===== src/rtl/spi_reg_peripheral_if.sv =====
// SPI pin bundle between an SPI controller (master) and the register peripheral (slave).
// Write-only link: no CIPO line.
interface spi_reg_peripheral_if;
  logic sclk;
  logic copi;
  logic ncs;

  modport master (output sclk, output copi, output ncs);
  modport slave  (input  sclk, input  copi, input  ncs);
endinterface


===== src/rtl/spi_reg_peripheral.sv =====
// SPI mode-0 write-only register peripheral: synchronises the SPI pins into clk,
// deserialises 16-bit frames and commits valid writes into a small register bank.
module spi_reg_peripheral #(
  parameter int unsigned SYNC_STAGES = 2,
  parameter int unsigned NUM_REGS    = 5
) (
  input  logic                 clk,
  input  logic                 rst,
  spi_reg_peripheral_if.slave  spi,
  output logic [7:0]           en_reg_out_7_0,
  output logic [7:0]           en_reg_out_15_8,
  output logic [7:0]           en_reg_pwm_7_0,
  output logic [7:0]           en_reg_pwm_15_8,
  output logic [7:0]           pwm_duty_cycle,
  output logic                 wr_strobe,
  output logic [6:0]           wr_addr
);

  localparam int unsigned FRAME_W = 16;
  localparam int unsigned ADDR_W  = 7;
  localparam int unsigned DATA_W  = 8;
  localparam int unsigned CNT_W   = 5;

  localparam logic [CNT_W-1:0] CNT_FULL = CNT_W'(FRAME_W);
  localparam logic [CNT_W-1:0] CNT_SAT  = CNT_W'(FRAME_W + 1);

  typedef enum logic [1:0] {
    IDLE   = 2'd0,
    SHIFT  = 2'd1,
    COMMIT = 2'd2
  } state_t;

  state_t                r_state;
  logic [SYNC_STAGES-1:0] r_sclk_sync;
  logic [SYNC_STAGES-1:0] r_copi_sync;
  logic [SYNC_STAGES-1:0] r_ncs_sync;
  logic                  r_sclk_d;
  logic                  r_ncs_d;
  logic [FRAME_W-1:0]    r_shift;
  logic [CNT_W-1:0]      r_cnt;

  logic                  w_sclk_s;
  logic                  w_copi_s;
  logic                  w_ncs_s;
  logic                  w_sclk_rise;
  logic                  w_ncs_rise;
  logic [ADDR_W-1:0]     w_addr;
  logic [DATA_W-1:0]     w_data;
  logic                  w_wr_ok;

  assign w_sclk_s    = r_sclk_sync[SYNC_STAGES-1];
  assign w_copi_s    = r_copi_sync[SYNC_STAGES-1];
  assign w_ncs_s     = r_ncs_sync[SYNC_STAGES-1];
  assign w_sclk_rise = w_sclk_s & ~r_sclk_d;
  assign w_ncs_rise  = w_ncs_s & ~r_ncs_d;
  assign w_addr      = r_shift[FRAME_W-2 -: ADDR_W];
  assign w_data      = r_shift[DATA_W-1:0];
  // Only an exact 16-bit write frame to an implemented address is committed.
  assign w_wr_ok     = (r_cnt == CNT_FULL) && r_shift[FRAME_W-1]
                       && (w_addr < ADDR_W'(NUM_REGS));

  // Pin synchronisers plus one delay stage for edge detection.
  always_ff @(posedge clk) begin
    if (rst) begin
      r_sclk_sync <= '0;
      r_copi_sync <= '0;
      r_ncs_sync  <= '0;
      r_sclk_d    <= 1'b0;
      r_ncs_d     <= 1'b0;
    end else begin
      r_sclk_sync <= {r_sclk_sync[SYNC_STAGES-2:0], spi.sclk};
      r_copi_sync <= {r_copi_sync[SYNC_STAGES-2:0], spi.copi};
      r_ncs_sync  <= {r_ncs_sync[SYNC_STAGES-2:0], spi.ncs};
      r_sclk_d    <= w_sclk_s;
      r_ncs_d     <= w_ncs_s;
    end
  end

  // Frame FSM and register bank.
  always_ff @(posedge clk) begin
    if (rst) begin
      r_state         <= IDLE;
      r_shift         <= '0;
      r_cnt           <= '0;
      en_reg_out_7_0  <= '0;
      en_reg_out_15_8 <= '0;
      en_reg_pwm_7_0  <= '0;
      en_reg_pwm_15_8 <= '0;
      pwm_duty_cycle  <= '0;
      wr_strobe       <= 1'b0;
      wr_addr         <= '0;
    end else begin
      wr_strobe <= 1'b0;
      case (r_state)
        IDLE: begin
          if (!w_ncs_s) begin
            r_shift <= '0;
            r_cnt   <= '0;
            r_state <= SHIFT;
          end
        end
        SHIFT: begin
          if (w_ncs_rise) begin
            r_state <= COMMIT;
          end else if (w_sclk_rise) begin
            r_shift <= {r_shift[FRAME_W-2:0], w_copi_s};
            if (r_cnt != CNT_SAT) begin
              r_cnt <= r_cnt + CNT_W'(1);
            end
          end
        end
        COMMIT: begin
          if (w_wr_ok) begin
            wr_strobe <= 1'b1;
            wr_addr   <= w_addr;
            case (w_addr)
              7'd0:    en_reg_out_7_0  <= w_data;
              7'd1:    en_reg_out_15_8 <= w_data;
              7'd2:    en_reg_pwm_7_0  <= w_data;
              7'd3:    en_reg_pwm_15_8 <= w_data;
              7'd4:    pwm_duty_cycle  <= w_data;
              default: ;
            endcase
          end
          r_state <= IDLE;
        end
        default: r_state <= IDLE;
      endcase
    end
  end

endmodule


===== src/flat_wrapper.sv =====
// flat-port wrapper written by rule: the top's interface ports become plain ports
module spi_reg_peripheral_flat 
#(
  parameter int unsigned SYNC_STAGES = 2,
  parameter int unsigned NUM_REGS    = 5
)
  (clk, rst, en_reg_out_7_0, en_reg_out_15_8, en_reg_pwm_7_0, en_reg_pwm_15_8, pwm_duty_cycle, wr_strobe, wr_addr, spi_sclk, spi_copi, spi_ncs);
  spi_reg_peripheral_if spi_i ();
  input  logic clk;
  input  logic rst;
  output logic [7:0] en_reg_out_7_0;
  output logic [7:0] en_reg_out_15_8;
  output logic [7:0] en_reg_pwm_7_0;
  output logic [7:0] en_reg_pwm_15_8;
  output logic [7:0] pwm_duty_cycle;
  output logic wr_strobe;
  output logic [6:0] wr_addr;
  input wire logic [$bits(spi_i.sclk)-1:0] spi_sclk;
  input wire logic [$bits(spi_i.copi)-1:0] spi_copi;
  input wire logic [$bits(spi_i.ncs)-1:0] spi_ncs;
  assign spi_i.sclk = spi_sclk;
  assign spi_i.copi = spi_copi;
  assign spi_i.ncs = spi_ncs;
  spi_reg_peripheral #(.SYNC_STAGES(SYNC_STAGES), .NUM_REGS(NUM_REGS)) u_core (.clk(clk), .rst(rst), .spi(spi_i), .en_reg_out_7_0(en_reg_out_7_0), .en_reg_out_15_8(en_reg_out_15_8), .en_reg_pwm_7_0(en_reg_pwm_7_0), .en_reg_pwm_15_8(en_reg_pwm_15_8), .pwm_duty_cycle(pwm_duty_cycle), .wr_strobe(wr_strobe), .wr_addr(wr_addr));
endmodule

===== config.mk =====
export PLATFORM = sky130hd
export DESIGN_NAME = spi_reg_peripheral_flat
export DESIGN_NICKNAME = d
export VERILOG_FILES = /design/src/rtl/spi_reg_peripheral_if.sv /design/src/rtl/spi_reg_peripheral.sv /design/src/flat_wrapper.sv
export SDC_FILE = /design/constraint.sdc
export NUM_CORES = 1
export LEC_CHECK = 0
export BUFFER_PORTS_ARGS = -buffer_cell sky130_fd_sc_hd__buf_2
export CAP_MARGIN = 20
export CORE_AREA = 2 2 85 87
export CTS_CLUSTER_DIAMETER = 120
export CTS_CLUSTER_SIZE = 12
export DETAILED_ROUTE_END_ITERATION = 8
export DIE_AREA = 0 0 87 89
export GPL_TIMING_DRIVEN = 0
export HOLD_SLACK_MARGIN = 0.03
export PLACE_DENSITY = 0.76
export SLEW_MARGIN = 40
export SYNTH_ARGS = -nofsm -noshare
export SYNTH_HDL_FRONTEND = slang
export SYNTH_SLANG_ARGS = --single-unit

===== constraint.sdc =====
create_clock -name clk -period 2 [get_ports clk]
set_input_delay 0.4 -clock clk [delete_from_list [all_inputs] [get_ports clk]]
set_output_delay 0.4 -clock clk [all_outputs]
set_load 0.03 [all_outputs]

==> results_dict.tcl <==
set metrics [dict create \
    status "complete, no violations" \
    antenna_cells 0 \
    dr.max_layer_used "met4" \
    worst-slew-pin-transition_ns 0.593 \
    crit_type "flop to flop" \
    crit_path_max_fanout 8 \
    crit_path_start "u_core.r_state[1]" \
    drive_gt1_frac 0.246 \
    yosys.area.top_type "dfxtp_1" \
    setup-tns-final_ns 0 \
    max_freq_ghz 0.525 \
    grt_pass1_vias 2063 \
    worstSetupStartpointType "flop" \
    io_pins 53 \
    netlist_instances 276 \
    finalHoldViolCount 0 \
    fill_cells 598 \
    initial_utilization 0.442 \
    cts_root_buf "clkbuf_8" \
    nNetsFinal 348 \
    grt_pass1_wl_um 9620 \
    synth-seq-cells 79 \
    crit_path_top_delay_cell "dfxtp_1" \
    final_max_slew_viol_count 0 \
    r2r_slack_ns 0.09 \
    slowest_delay_ns 0.47 \
    totalWireLength_um 6050 \
    first_pass_iters 4 \
    dieArea_um2 7740 \
    grt_overflow 0 \
    initialDrtViolationCount 77 \
    regArea_um2 1580 \
    worst_hold_slack_ns 0.253 \
    cp_num_buf_inv 1 \
    path_clk_slew_ns 0.07 \
    clkLatencyLatePin_ns 0.35 \
    p_leak_nw 1.83 \
    critical_path_depth 5 \
    antenna_left 0 \
    finalCritPeriodShare 0.953 \
    setup_viol 0 \
    htreeDepth 3 \
    crit_end "u_core.en_reg_out_15_8[7]" \
    worst_ep_required_time_ns 2.22 \
    crit_chain "nor4bb_1 -> buf_4 -> nand4_2 -> mux2i_1 -> nor2_1" \
    syn2layout_area_growth_pct 19.9 \
    dieHeight_um 89 \
    period_needed_ns 1.91 \
    hold_buffers 0 \
    io_buffers 52 \
    drt-met1-wl_um 2740 \
    wire_per_inst_um 14.2 \
    yosys-top-cells-area "dfxtp_1 53%, mux2i_1 20%, nor2_1 8.1%, nand4_2 2.1%, nor2b_1 1.9%" \
    place.gp.congestion 0.767 \
    hold_path_class "primary input to flop" \
    die_x_um 87 \
    met2_length_um 2950 \
    synth_top_area_frac 0.533 \
    post-route-drc-count 0 \
    syn_avg_cell_area_um2 10.7 \
    synthArstFlopShare 0 \
    critical_path_arrival_ns 2.13 \
    worst_r2r_endpoint "u_core.en_reg_out_15_8[7]" \
    synth.net_count 284 \
    max-cap-violations 0 \
    rsz0062_at_grt "yes" \
    grt_usage 0.163 \
    crit_family "simple AND/OR/NAND/NOR gates" \
    reg2reg_from "u_core.r_state[1]" \
    netlist_area_um2 2970 \
    clockBufferDepth 2 \
    dpl_worst_slack_ns 0.0124 \
    postLayoutCellArea_um2 3560 \
    r2r_cells 5 \
    ys_types 36 \
    wl_met3_um 210 \
    fin_util 0.529 \
    yosysWarnings 0 \
    synth_edf_count 0 \
    yosysSeqAreaShare 0.533 \
    via_count 2113 \
    numCtsBuffers 9 \
    cts_tree "done" \
    endpoint_kind "flop" \
    ir_drop_mv 0.550 \
    antenna_found_initial 0 \
    clock_skew_ns 0.0106 \
    multi_input_area_um2 1330 \
    core_area_um2 6720 \
    floorplan.rows 30 \
    synth_flop_cell "dfxtp_1" \
    fin_ws_ns 0.0938 \
    dpl_cell_area_um2 3330 \
    clock-sinks 79 \
    vias_per_cell 4.97 \
    dp.final_hpwl_um 4240 \
    power.density_nw_per_um2 802 \
    grt_max_degree 14 \
    relSlewSlack 0.604 \
]
## cell families (layout without fill, tap and decap cells)
kind of cell,Yosys count,count (layout),share of synthesized area
flip-flops,79,79,0.533
buffers and inverters,19,88,0.0312
AND/OR/NAND/NOR,104,104,0.188
multiplexers,60,60,0.203
adder cells (fa/ha/maj),3,3,0.0127
AO/OA/AOI/OAI,11,11,0.0321
## cells in the mapped netlist, types with 3 or more instances
master and instances:
ha_1 3, dfxtp_1 79, nor3b_1 3, nand4_1 3, and2_1 5, clkbuf_1 9
mux2i_1 59, nor2b_1 9, nand4_2 5, inv_1 4, a21oi_1 3, nor2_1 64
## report_power, final
group	switching, mW	leakage (nW)	internal [mW]	total, mW
logic	0.0718	1.10	0.0490	0.121
registers	0.0100	0.638	1.58	1.59
clock network	0.564	0.0895	0.577	1.14
total	0.645	1.83	2.21	2.85
## registers in the layout, summed over array words and instances (netlist names), 5 cells and up
signal	cells
u_core.en_reg_out_7_0	8
u_core.en_reg_out_15_8	8
u_core.r_cnt	5
u_core.wr_addr	7
u_core.pwm_duty_cycle	8
u_core.r_shift	16
u_core.en_reg_pwm_15_8	8
u_core.en_reg_pwm_7_0	8
## worst min path at each step
stage / start / endpoint / cells past startpoint
after floorplan: u_core.r_copi_sync[0] / u_core.r_copi_sync[1] / 1
after global placement: u_core.r_sclk_sync[0] / u_core.r_sclk_sync[1] / 1
after detailed placement: u_core.r_ncs_sync[0] / u_core.r_ncs_sync[1] / 1
after CTS: rst / u_core.r_ncs_d / 2
after global routing: rst / u_core.r_ncs_d / 2
final: rst / u_core.r_ncs_d / 2
## stage by stage
| step | power [mW] | cells |
|---|---|---|
| after floorplan | 1.72 | 276 |
| after global placement | 1.74 | 408 |
| after detailed placement | 1.74 | 408 |
| after CTS | 2.87 | 424 |
| after global routing | 2.95 | 425 |
| final | 2.85 | 425 |
## placed cells by master (no fill, tap or decap), types with 2 or more instances in the layout
cell	n
buf_2	54
clkbuf_1	11
clkinvlp_4	2
nor3b_1	3
nor2b_1	9
mux2i_1	59
o21ai_0	2
nor2_1	64
and3b_1	2
nand4_1	3
buf_6	2
nand4_2	2
dfxtp_1	79
buf_4	2
ha_1	3
inv_1	4
a31o_2	2
clkbuf_8	9
nor3_1	2
and2_1	5
nand4_4	3
a21oi_1	3
## layer usage
layer / up-vias / global-route usage
met1: 1002 / 0.198
met5: - / 0
met4: 0 / 0.0810
met2: 37 / 0.269
li1: 1064 / -
met3: 10 / 0.0452
## area by class of cell
| type | count | area share |
|---|---|---|
| Multi-Input combinational cell | 178 | 0.372 |
| Tap cell | 80 | 0.0281 |
| Timing Repair Buffer | 53 | 0.0753 |
| Clock inverter | 5 | 0.0165 |
| Sequential cell | 79 | 0.445 |
| Inverter | 4 | 0.00422 |
| Clock buffer | 11 | 0.0369 |
| Buffer | 15 | 0.0218 |
## what timing repair did
action | in CTS | in global routing
gates resized for setup | 0 | 4
setup buffers | 0 | 1
pin swaps | 0 | 0
endpoints found under the setup margin | 1 | 44
Power figures use the tool's default switching activity.
